`config.mk`:
```
export PLATFORM = sky130hd
export DESIGN_NAME = acc_diff
export DESIGN_NICKNAME = d
export VERILOG_FILES = /design/src/rtl/acc_diff_pkg.sv /design/src/rtl/acc_diff_fsm.sv /design/src/rtl/rgst.sv /design/src/rtl/acc_diff.sv
export SDC_FILE = /design/constraint.sdc
export NUM_CORES = 1
export LEC_CHECK = 0
export BUFFER_PORTS_ARGS = -buffer_cell sky130_fd_sc_hd__buf_2
export CORE_ASPECT_RATIO = 1.2
export CORE_MARGIN = 2
export CORE_UTILIZATION = 30
export CTS_BUF_LIST = sky130_fd_sc_hd__clkbuf_4 sky130_fd_sc_hd__clkbuf_8
export CTS_CLUSTER_SIZE = 12
export DETAILED_ROUTE_END_ITERATION = 10
export PLACE_DENSITY = 0.56
export SYNTH_ARGS = -nofsm -noshare
export SYNTH_HDL_FRONTEND = slang
export SYNTH_HIERARCHICAL = 1
export SYNTH_SLANG_ARGS = --single-unit
```
`constraint.sdc`:
```
create_clock -name clk -period 4.6 [get_ports clk]
set_clock_uncertainty 0.1 [all_clocks]
set_input_delay 0.69 -clock clk [delete_from_list [all_inputs] [get_ports clk]]
set_output_delay 0.69 -clock clk [all_outputs]
set_load 0.01 [all_outputs]
```
`src/rtl/acc_diff_pkg.sv`:
```
// Shared constants and state encoding for the accumulator differencer (acc_diff).
package acc_diff_pkg;

  localparam int AW_DEF = 16;
  localparam int XW_DEF = 10;

  localparam logic [15:0] CNT_MAX = 16'hFFFF;

  typedef enum logic [1:0] {
    IDLE = 2'd0,
    RUN  = 2'd1,
    ERR  = 2'd2
  } state_t;

endpackage

```
`src/rtl/acc_diff_fsm.sv`:
```
// State register and accept/error/clear decode for acc_diff.
// ACC_DIFF_ZERO_PRIME_EN makes the first sample after reset/clr produce an increment against prev=0.
module acc_diff_fsm
  import acc_diff_pkg::*;
(
  input  logic clk,
  input  logic rst_b,
  input  logic clr,
  input  logic a_vld,
  input  logic in_range,
  output logic prev_ld,
  output logic prev_clr,
  output logic emit,
  output logic err
);

  state_t state, state_nxt;

  always_ff @(posedge clk) begin
    if (!rst_b)
      state <= IDLE;
    else
      state <= state_nxt;
  end

  always_comb begin
    state_nxt = state;
    prev_ld   = 1'b0;
    prev_clr  = 1'b0;
    emit      = 1'b0;
    if (clr) begin
      state_nxt = IDLE;
      prev_clr  = 1'b1;
    end else begin
      case (state)
        IDLE: begin
          if (a_vld) begin
`ifdef ACC_DIFF_ZERO_PRIME_EN
            // prev is known to be zero here, so d is simply the sample itself
            if (in_range) begin
              prev_ld   = 1'b1;
              emit      = 1'b1;
              state_nxt = RUN;
            end else begin
              state_nxt = ERR;
            end
`else
            prev_ld   = 1'b1;
            state_nxt = RUN;
`endif
          end
        end
        RUN: begin
          if (a_vld) begin
            if (in_range) begin
              prev_ld = 1'b1;
              emit    = 1'b1;
            end else begin
              state_nxt = ERR;
            end
          end
        end
        ERR:     state_nxt = ERR;
        default: state_nxt = IDLE;
      endcase
    end
  end

  assign err = (state == ERR);

endmodule

```
`src/rtl/rgst.sv`:
```
// Generic load/clear register; clr takes priority over ld, synchronous active-low reset.
module rgst #(
  parameter int W = 8
) (
  input  logic         clk,
  input  logic         rst_b,
  input  logic         ld,
  input  logic         clr,
  input  logic [W-1:0] d,
  output logic [W-1:0] q
);

  always_ff @(posedge clk) begin
    if (!rst_b)
      q <= '0;
    else if (clr)
      q <= '0;
    else if (ld)
      q <= d;
  end

endmodule

```
`src/rtl/acc_diff.sv`:
```
// Recovers XW-bit increments from a stream of AW-bit accumulator samples, x[n] = a[n] - a[n-1].
// Optional macro ACC_DIFF_ZERO_PRIME_EN: first sample is differenced against an implicit zero.
module acc_diff
  import acc_diff_pkg::*;
#(
  parameter int AW = AW_DEF,
  parameter int XW = XW_DEF
) (
  input  logic          clk,
  input  logic          rst_b,
  input  logic          a_vld,
  input  logic [AW-1:0] a,
  input  logic          clr,
  output logic          x_vld,
  output logic [XW-1:0] x,
  output logic          err,
  output logic [15:0]   cnt
);

  logic [AW-1:0] prev;
  logic [AW-1:0] d;
  logic          in_range;
  logic          prev_ld;
  logic          prev_clr;
  logic          emit;

  // Modulo-2^AW subtraction makes accumulator wrap-around a legal step
  assign d        = a - prev;
  assign in_range = ~|d[AW-1:XW];

  acc_diff_fsm u_fsm (
    .clk      (clk),
    .rst_b    (rst_b),
    .clr      (clr),
    .a_vld    (a_vld),
    .in_range (in_range),
    .prev_ld  (prev_ld),
    .prev_clr (prev_clr),
    .emit     (emit),
    .err      (err)
  );

  rgst #(.W(AW)) u_prev (
    .clk   (clk),
    .rst_b (rst_b),
    .ld    (prev_ld),
    .clr   (prev_clr),
    .d     (a),
    .q     (prev)
  );

  rgst #(.W(XW)) u_x (
    .clk   (clk),
    .rst_b (rst_b),
    .ld    (emit),
    .clr   (1'b0),
    .d     (d[XW-1:0]),
    .q     (x)
  );

  always_ff @(posedge clk) begin
    if (!rst_b)
      x_vld <= 1'b0;
    else
      x_vld <= emit;
  end

  always_ff @(posedge clk) begin
    if (!rst_b)
      cnt <= '0;
    else if (clr)
      cnt <= '0;
    else if (emit && (cnt != CNT_MAX))
      cnt <= cnt + 16'd1;
  end

endmodule
```
==> results.json <==
{
  "drive_above_1_share_pct": 18.4,
  "ioPinCount": 48,
  "area_growth_pct": 14.6,
  "fill_cells": 968,
  "path_buf_inv": 3,
  "p_total_mw": 0.809,
  "multi_input_area_um2": 1730,
  "antenna_found_initial": 0,
  "seq_area_frac_synth_pct": 32.0,
  "overflow": 0,
  "num_rows": 38,
  "path_cells": "buf_2 -> inv_1 -> ha_1 -> inv_1 -> fa_1 -> a21oi_1 -> nor2_1 -> o21a_1 -> o311ai_0 -> o211ai_1 -> nor4_1 -> nand2_1 -> nor2_1 -> and4_1 -> o31ai_4 -> or3_2 -> nor3_1 -> a21o_1",
  "cts_tree": "yes",
  "holdBufCountCts": 0,
  "leakagePower_nw": 1.27,
  "layout_commonest_cell": "nor2_1",
  "synth-seq-cells": 45,
  "synthFlopType": "dfxtp_1",
  "power_density_nw_per_um2": 251,
  "crit_required_ns": 4.74,
  "io_buffer_count": 47,
  "finalSetupTns_ns": 0,
  "outcome": "finished, final reports clean",
  "worstSetupPathType": "in2reg",
  "rsz0062_at_grt": "no",
  "start_util_pct": 31.0,
  "routed_via_density": 4.72,
  "finalHoldViolCount": 0,
  "fin_area_um2": 3230,
  "design.core.area_um2": 9080,
  "synth_warnings": 6,
  "cpLargestDelayFamily": "simple AND/OR/NAND/NOR gates",
  "track_usage_pct": 12.6,
  "placed_area_um2": 3130,
  "grt_pass1_vias": 2205,
  "ys_async_sr_fraction_pct": 0,
  "htreeDepth": 2,
  "worstMarginPinSlew_ns": 0.781,
  "grt_pass1_wl_um": 10300,
  "grt_max_degree": 19,
  "synth.avg_cell_area_um2": 8.40,
  "wl_um": 6250,
  "finalCritPeriodShare_pct": 86.7,
  "diodes": 0,
  "max_slew_margin_pct": 48.0,
  "synth_nets": 376,
  "fin_hold_ws_ns": 0.386,
  "ant_nets": 0,
  "end_kind": "flip-flop",
  "cts-buffers-inserted": 5,
  "die_h_um": 110,
  "drc": 0,
  "dp_hpwl_um": 4710,
  "postCtsResizedCells": 0,
  "layout_min_cycle_time_ns": 3.99,
  "cts_setup_buffers": 0,
  "die_width_um": 92.4,
  "gp_congestion": 0.791,
  "die_area_um2": 10200,
  "cts_buffer_depth": 2,
  "setup_viol": 0,
  "ys_types": 50,
  "hp-class": "reg2reg",
  "clock-sinks": 45,
  "arrival_ns": 4.13,
  "critPathMaxFanout": 10,
  "syn_area_um2": 2820,
  "ir_drop_v": 0.0000922,
  "seq_area_um2": 901,
  "crit_path_start_kind": "primary input",
  "post_drt_wl_per_cell_um": 12.5,
  "crit_slowest_cell": "or3_2",
  "max_stage_delay_ns": 0.44,
  "clk_pin_slew_worst_paths_ns": 0.09,
  "drtIter0Drc": 80,
  "fmax_mhz": 251,
  "clock_latency_ns": 0.30,
  "drv_cap": 0,
  "vias": 2363,
  "synth_edf_count": 0,
  "cts-root-buf": "clkbuf_8",
  "synth_cells": 335,
  "drv_slew": 0,
  "nets": 421,
  "layout_common_cells": "nor2_1 (50), buf_2 (47), dfxtp_1 (45)",
  "first_pass_iters": 4
}
==> sequential cells by signal, indices dropped and copies added, names as in the netlist <==
| signal | cells |
|---|---|
| cnt | 16 |
| u_prev/q | 16 |
| u_x/q | 10 |
| u_fsm/state | 2 |
| x_vld | 1 |
==> path summary, 6_finish.rpt <==
check,from,endpoint,slack (ns),depth (start not counted)
worst max-delay path,a[0],cnt[13]$_SDFFE_PP0P_,0.61,18
worst min-delay path,u_fsm/state[1]$_SDFFE_PP0P_,u_fsm/state[1]$_SDFFE_PP0P_,0.39,2
worst max register to register,u_prev/q[0]$_SDFFE_PP0P_,cnt[13]$_SDFFE_PP0P_,0.82,16
worst min register to register,u_fsm/state[1]$_SDFFE_PP0P_,u_fsm/state[1]$_SDFFE_PP0P_,0.39,2
==> per-layer routing <==
layer,global-route usage [%],up-vias,part of all wire [%]
met4,3.52,0,0.66
met2,21.0,48,47
met5,0,-,0
li1,-,1233,-
met1,16.3,1078,47
met3,2.86,4,5.7
==> cell usage after synthesis, types with 6 or more instances <==
cell / count / area, µm²
xnor2_1: 10 / 87.6
o21a_1: 6 / 45.0
nand2b_1: 6 / 37.5
a21oi_1: 23 / 115
nor2_1: 50 / 188
ha_1: 20 / 250
xor2_1: 7 / 61.3
mux2i_1: 30 / 300
inv_1: 26 / 97.6
nand3_1: 7 / 35.0
nand2_1: 22 / 82.6
or3_1: 6 / 37.5
dfxtp_1: 45 / 901
o21ai_0: 16 / 80.1
nor3_1: 7 / 35.0
==> logic make-up after synthesis <==
logic type | after synthesis | share of synthesized area, %
xor gates and xnor gates | 17 | 5.29
adders and majority gates | 21 | 9.60
AOI/OAI and AO/OA | 66 | 14.8
muxes | 30 | 10.7
and+or+nand+nor | 118 | 20.7
DFF | 45 | 32.0
other | 1 | 0.133
buffers and inverters | 37 | 6.80
==> worst register-to-register path, cell delays in order (launching register included) <==
cell,delay [ns]
dfxtp_1,0.34
ha_1,0.16
inv_1,0.06
fa_1,0.40
a21oi_1,0.21
nor2_1,0.09
o21a_1,0.18
o311ai_0,0.31
o211ai_1,0.14
nor4_1,0.28
nand2_1,0.15
nor2_1,0.24
and4_1,0.27
o31ai_4,0.12
or3_2,0.44
nor3_1,0.15
a21o_1,0.10
==> power by group <==
group,switching (mW),internal [mW],total [mW]
Combinational,0.0796,0.0584,0.138
Clock,0.140,0.136,0.276
Sequential,0.00213,0.393,0.395
==> final cells by class <==
cell class / count / share of cell area [%]
inverters: 26 / 3.02
repair buffers: 49 / 7.75
multi-input cells: 253 / 53.5
well taps: 120 / 4.65
clock buffers: 7 / 2.99
flip-flops and latches: 45 / 27.9
clock inverters: 1 / 0.155
==> metrics by stage <==
stage / utilization (%) / setup WS [ns] / instances
floorplan: - / 0.666 / 335
global placement: 34.4 / 0.357 / 493
detailed placement: 34.4 / 0.278 / 493
CTS: 35.5 / 0.599 / 501
global route: 35.5 / 0.193 / 501
finish: 35.5 / 0.611 / 501
No activity file was read; power rests on OpenSTA's default activity.
